`config.mk`:
```
export PLATFORM = sky130hd
export DESIGN_NAME = alu
export DESIGN_NICKNAME = d
export VERILOG_FILES = /design/src/rtl/alu.sv
export SDC_FILE = /design/constraint.sdc
export NUM_CORES = 1
export LEC_CHECK = 0
export BUFFER_PORTS_ARGS = -buffer_cell sky130_fd_sc_hd__buf_2
export CORE_UTILIZATION = 27
export DETAILED_ROUTE_END_ITERATION = 12
export GPL_ROUTABILITY_DRIVEN = 0
export PLACE_DENSITY = 0.42
export SLEW_MARGIN = 20
export SYNTH_ARGS = -nofsm -noshare
export SYNTH_HDL_FRONTEND = slang
export SYNTH_SLANG_ARGS = --single-unit
```
`constraint.sdc`:
```
create_clock -name clk -period 15.1 [get_ports clk]
set_input_delay 3.02 -clock clk [delete_from_list [all_inputs] [get_ports clk]]
set_output_delay 3.02 -clock clk [all_outputs]
set_load 0.005 [all_outputs]
```
`src/rtl/alu.sv`:
```
// Registered 16-function ALU: unsigned operands, 4-bit opcode, result plus carry/flag bit.
// Latency 1 cycle (inputs at edge N visible after edge N); no backpressure, accepts an operation every cycle.
module alu #(
  parameter int WORD_WIDTH   = 8,
  parameter int OPCODE_WIDTH = 4
) (
  input  logic                    clk,
  input  logic                    reset,
  input  logic [WORD_WIDTH-1:0]   operand1,
  input  logic [WORD_WIDTH-1:0]   operand2,
  input  logic [OPCODE_WIDTH-1:0] opCode,
  output logic [WORD_WIDTH-1:0]   result,
  output logic                    carryOut
);

  localparam int W = WORD_WIDTH;

  localparam logic [OPCODE_WIDTH-1:0] OP_ADD  = OPCODE_WIDTH'(0);
  localparam logic [OPCODE_WIDTH-1:0] OP_SUB  = OPCODE_WIDTH'(1);
  localparam logic [OPCODE_WIDTH-1:0] OP_MUL  = OPCODE_WIDTH'(2);
  localparam logic [OPCODE_WIDTH-1:0] OP_DIV  = OPCODE_WIDTH'(3);
  localparam logic [OPCODE_WIDTH-1:0] OP_SHL  = OPCODE_WIDTH'(4);
  localparam logic [OPCODE_WIDTH-1:0] OP_SHR  = OPCODE_WIDTH'(5);
  localparam logic [OPCODE_WIDTH-1:0] OP_ROL  = OPCODE_WIDTH'(6);
  localparam logic [OPCODE_WIDTH-1:0] OP_ROR  = OPCODE_WIDTH'(7);
  localparam logic [OPCODE_WIDTH-1:0] OP_AND  = OPCODE_WIDTH'(8);
  localparam logic [OPCODE_WIDTH-1:0] OP_OR   = OPCODE_WIDTH'(9);
  localparam logic [OPCODE_WIDTH-1:0] OP_XOR  = OPCODE_WIDTH'(10);
  localparam logic [OPCODE_WIDTH-1:0] OP_NOR  = OPCODE_WIDTH'(11);
  localparam logic [OPCODE_WIDTH-1:0] OP_NAND = OPCODE_WIDTH'(12);
  localparam logic [OPCODE_WIDTH-1:0] OP_XNOR = OPCODE_WIDTH'(13);
  localparam logic [OPCODE_WIDTH-1:0] OP_GT   = OPCODE_WIDTH'(14);
  localparam logic [OPCODE_WIDTH-1:0] OP_EQ   = OPCODE_WIDTH'(15);

  logic [W:0]     sum;
  logic [W:0]     diff;
  logic [2*W-1:0] prod;
  logic [W-1:0]   div_den;
  logic [W-1:0]   quot;
  logic           div_zero;
  logic [W-1:0]   result_nxt;
  logic           carry_nxt;

  assign sum      = {1'b0, operand1} + {1'b0, operand2};
  assign diff     = {1'b0, operand1} - {1'b0, operand2};
  assign prod     = {{W{1'b0}}, operand1} * {{W{1'b0}}, operand2};
  assign div_zero = (operand2 == '0);
  // Substitute a unit divisor on zero so the divider never sees B==0; the result is overridden below.
  assign div_den  = div_zero ? W'(1) : operand2;
  assign quot     = operand1 / div_den;

  always_comb begin
    result_nxt = '0;
    carry_nxt  = 1'b0;
    case (opCode)
      OP_ADD: {carry_nxt, result_nxt} = sum;
      OP_SUB: begin
        result_nxt = diff[W-1:0];
        carry_nxt  = diff[W];
      end
      OP_MUL: begin
        result_nxt = prod[W-1:0];
        carry_nxt  = |prod[2*W-1:W];
      end
      OP_DIV: begin
        result_nxt = div_zero ? '1 : quot;
        carry_nxt  = div_zero;
      end
      OP_SHL: begin
        result_nxt = {operand1[W-2:0], 1'b0};
        carry_nxt  = operand1[W-1];
      end
      OP_SHR: begin
        result_nxt = {1'b0, operand1[W-1:1]};
        carry_nxt  = operand1[0];
      end
      OP_ROL: begin
        result_nxt = {operand1[W-2:0], operand1[W-1]};
        carry_nxt  = operand1[W-1];
      end
      OP_ROR: begin
        result_nxt = {operand1[0], operand1[W-1:1]};
        carry_nxt  = operand1[0];
      end
      OP_AND:  result_nxt = operand1 & operand2;
      OP_OR:   result_nxt = operand1 | operand2;
      OP_XOR:  result_nxt = operand1 ^ operand2;
      OP_NOR:  result_nxt = ~(operand1 | operand2);
      OP_NAND: result_nxt = ~(operand1 & operand2);
      OP_XNOR: result_nxt = ~(operand1 ^ operand2);
      OP_GT:   result_nxt[0] = (operand1 > operand2);
      OP_EQ:   result_nxt[0] = (operand1 == operand2);
      default: begin
        result_nxt = '0;
        carry_nxt  = 1'b0;
      end
    endcase
  end

  always_ff @(posedge clk) begin
    if (reset) begin
      result   <= '0;
      carryOut <= 1'b0;
    end else begin
      result   <= result_nxt;
      carryOut <= carry_nxt;
    end
  end

endmodule

```
## After elaboration in Yosys (flattened, before gate mapping)

Cells that the tools add are included.

- Flip-flop bits (word level): 9

- Add/subtract/negate cells: 2
- $mul: 1
- Div/mod/pow operators: 1
- Order comparisons: 1
- Equality and inequality tests: 16
- Muxes and demuxes: 5
- Bitwise gates (word level): 6
- Reductions and logical operators: 5

Operators by type and width:

| kind | count |
|---|---|
| $pmux W7 S13 | 1 |
| $eq A4 B4 Y1 const B | 8 |
| $not A8 Y8 | 3 |
| $eq A4 B3 Y1 const B | 4 |
| $mul A8 B8 Y16 | 1 |
| $mux W8 | 2 |
| $pmux W1 S15 | 1 |
| $add A8 B8 Y9 | 1 |
| $sub A8 B8 Y9 | 1 |
| $and A8 B8 Y8 | 1 |
| $div A8 B8 Y8 | 1 |
| $eq A4 B2 Y1 const B | 2 |
| $eq A8 B8 Y1 | 1 |
| $gt A8 B8 Y1 | 1 |
| $logic_not A8 Y1 | 1 |
| $or A8 B8 Y8 | 1 |
| $reduce_or A8 Y1 | 1 |
| $xor A8 B8 Y8 | 1 |
| $pmux W1 S6 | 1 |
| $eq A4 B1 Y1 const B | 1 |
| $logic_not A4 Y1 | 1 |
| $reduce_or A2 Y1 | 2 |

## Depth between registers and ports, before layout

- Depth in word-level cells: 5
- Gate-level depth with buffers: 46

## Least setup slack after synthesis

No wires, ideal clock.

- Path kind: input-to-reg
- From: input operand2[7]
- To: register result[0]
- Library setup time: 0.091 ns
- Arrival time: 13.002 ns
- Data required time: 15.009 ns
- Path slack: 2.007 ns
- Stages on the path: 41
- Cell sequence: buf_6 > nor4_4 > a21oi_1 > ha_1 > or4b_2 > o211ai_1 > a21oi_1 > ha_1 > a21oi_1 > a2111oi_4 > a211oi_1 > or2_2 > ha_1 > or3_1 > o221ai_1 > nor2_1 > o311ai_0 > ha_1 > [5 not listed] > ha_1 > a21o_1 > a21o_1 > or3_1 > a41o_1 > nand2_1 > xnor2_1 > ha_1 > a21o_1 > a41oi_1 > o221ai_1 > a41oi_2 > mux2_2 > ha_1 > nand4_1 > a211oi_1 > o221ai_1 > a311oi_1

- Longest elaborated chain between the ends: 5

Ends and longest elaborated chain:

| item | line | text |
|---|---|---|
| from (decl) | 10 | `input logic [WORD_WIDTH-1:0] operand2,` |
| $logic_not A8 Y1 | 47 | `assign div_zero = (operand2 == '0);` |
| $mux W8 | 49 | `assign div_den = div_zero ? W'(1) : operand2;` |
| $div A8 B8 Y8 | 50 | `assign quot = operand1 / div_den;` |
| $mux W8 | 66 | `result_nxt = div_zero ? '1 : quot;` |
| $pmux W1 S15 (*) | 55 | `case (opCode)` |
| to (signal assigned) | 105 | `result <= result_nxt;` |
| to (decl) | 12 | `output logic [WORD_WIDTH-1:0] result,` |

Every way passes the cells marked *; elsewhere a longest branch is shown, timed or not.
A chain may end at the register's enable or synchronous reset.

## Worst setup path in the final report

Ends and elaborated chain as after synthesis.

==> impl_metrics.yaml <==
critical_path:
  crit_path_start_kind: "input pin"
  cpMostUsedCell: "ha_1"
  arrival_ps: 14190
  required_ps: 15250
  crit_type: "in -> reg"
  crit_fanout: 10
  startpoint: "operand2[7]"
  critical-path-max-stage-delay_ps: 670
  critPathSlowestCell: "or4b_2"
  critPathCaptureType: "flip-flop"
power:
  power.share.sequential_pct: 6.2
  p_leak_nw: 2.74
  peakVddDrop_mv: 0.0368
  internal_power_mw: 0.208
  swShare_pct: 52.2
  p_clk_share_pct: 11.2
  cellPowerDensity_nw_per_um2: 74.1
  power_frac_comb_pct: 82.6
  p_switching_mw: 0.227
  power_mw: 0.435
place:
  dp_slack_ps: 573
  detailed_place_hpwl_um: 15400
  placed_area_um2: 5790
  io_buffers: 30
  placed_cells: 995
global_route:
  overflow: 0
  grt_max_degree: 39
  first_global_vias: 5511
  grt_first_pass_wirelength_um: 30700
  grt_usage_pct: 19.5
  antenna_found_initial: 2
die:
  start_util_pct: 27.6
  dieArea_um2: 20500
  ioPinCount: 31
  rows: 51
  die_h_um: 143
  core_um2: 19500
  die_w_um: 143
cts:
  numCtsBuffers: 3
  cts_tree: "built"
  htree_levels: 1
  post_cts_buffers: 0
  root_buffer: "clkbuf_16"
  clockBufferDepth: 2
  clk_pin_slew_ps: 40
  clock_sinks: 9
logic_synthesis:
  syn_area_um2: 5390
  ys_seq_area_share_pct: 3.34
  synth_top_family_by_area: "adder cells"
  synthesis.nets: 876
  yosys.cell_types.count: 70
  synth_xor_area_share_pct: 4.87
  synth_edf_count: 0
  ys_seq_elements: 9
  ys.warnings.count: 0
  synth_compound_area_share_pct: 24.4
  synthMuxAreaShare_pct: 3.32
  synth_area_per_cell_um2: 7.46
  ys.flop_type: "dfxtp_1"
  yosys.area_share.simple_pct: 20.1
  syn_inst: 723
  async_flop_share_pct: 0
  synth_fa_ha_area_share_pct: 35.7
worst_hold_path:
  min-delay-path-class: "in -> reg"
  min_from: "reset"
job:
  maxCapViolations: 0
sta:
  final_hold_viol_count: 0
  fin_setup_tns_ps: 0
  setup_viol: 0
  slew_headroom_pct: 36.8
  report.final.slew_viol_count: 0
  finalCriticalPeriod_ps: 14040
  rsz0062_at_grt: "no"
  timing.fmax_mhz: 71.2
  tightest_slew_ps: 940
  min_period_over_period_pct: 93.0
  layout_setup_ws_ps: 1060
cells_and_area:
  area_growth_pct: 9.03
  fin_area_um2: 5880
  nNetsFinal: 888
  n_fill_cell: 2149
  drive_above_1_share_pct: 7.90
  fin_cells: 999
  multi_input_area_um2: 4780
  area.sequential_um2: 180
  diodes: 0
detailed_routing:
  routed_via_density: 5.47
  avgRoutedWirePerCell_um: 19.3
  drt_iter0_markers: 316
  ant_nets: 0
  drc: 2
  first_pass_iters: 9
  vias: 5463
  wl_um: 19300
outcome:
  status: "finished with violations"
  violations: "DRC"
-- Yosys cell counts (10+ instances only) --
cell / count / share of area (%)
clkbuf_1: 21 / 1.5
o21ai_0: 37 / 3.4
a21o_1: 14 / 1.9
nand2_1: 57 / 4.0
nor3_1: 16 / 1.5
nor2_1: 83 / 5.8
ha_1: 93 / 22
nand2b_1: 12 / 1.4
fa_1: 38 / 14
o21a_1: 10 / 1.4
o211ai_1: 12 / 1.7
xnor2_1: 21 / 3.4
nand3_1: 10 / 0.93
inv_1: 82 / 5.7
a21oi_1: 45 / 4.2
-- state kept, by name, summed over array words and instances, names as in the netlist --
| register | count |
|---|---|
| result | 8 |
| carryOut | 1 |
-- cell families after synthesis --
logic type | after synthesis
xor+xnor | 30
fa+ha+maj | 131
flops | 9
compound gates | 193
mux | 16
buf+inv | 116
simple gates | 228
-- routing by layer --
metal | part of all wire (%) | vias up | GRT usage (%)
met2 | 47 | 153 | 33.8
met3 | 5.3 | 43 | 2.97
li1 | - | 2587 | -
met5 | 0.057 | - | 0
met4 | 3.7 | 2 | 7.28
met1 | 44 | 2678 | 24.2
-- cell type report --
cell class              count  area share, %
multi-input cells         598           81.3
inverters                  91           5.81
well taps                 265           5.64
flip-flops and latches      9           3.07
repair buffers             32           2.81
clock buffers               4           1.34
-- final timing paths --
kind,endpoint,slack [ps],depth (start not counted)
worst max-delay path,result[0],1060,41
worst min-delay path,result[0],3050,2
-- layout by cell type, fill, tap and decap left out, drive strengths merged, types with 14 or more instances in the layout --
cell type / instances
a21oi: 45
nor2: 83
a21o: 14
fa: 38
o21ai: 37
nor3: 16
ha: 93
nand2: 57
inv: 82
xnor2: 21
buf: 32
-- per-stage QoR --
stage                     hold slack (ps)  utilization (%)
after floorplan                      3090                -
after global placement               3290             29.6
after detailed placement             3300             29.6
after CTS                            3040             30.0
after global routing                 3060             30.1
final                                3050             30.1
-- power groups by stage --
stage | sequential, mW | clock, mW | combinational, mW
2_1_floorplan | 0.0274 | 0 | 0.267
3_3_place_gp | 0.0273 | 0 | 0.352
3_5_place_dp | 0.0272 | 0 | 0.357
4_1_cts | 0.0268 | 0.0487 | 0.359
5_1_grt | 0.0270 | 0.0516 | 0.410
6_report | 0.0268 | 0.0488 | 0.360
-- worst max-delay path: cells and delay by family --
kind | cells | cell delay [ps]
compound gates | 21 | 5550
simple gates | 10 | 2780
fa+ha+maj | 7 | 2110
mux | 1 | 390
buf+inv | 1 | 180
xor+xnor | 1 | 140
-- what timing repair did --
action	in CTS	in global routing
hold buffers	0	0
resized for setup	0	3
setup endpoints to repair	0	1
(Power assumes the default switching activity.)
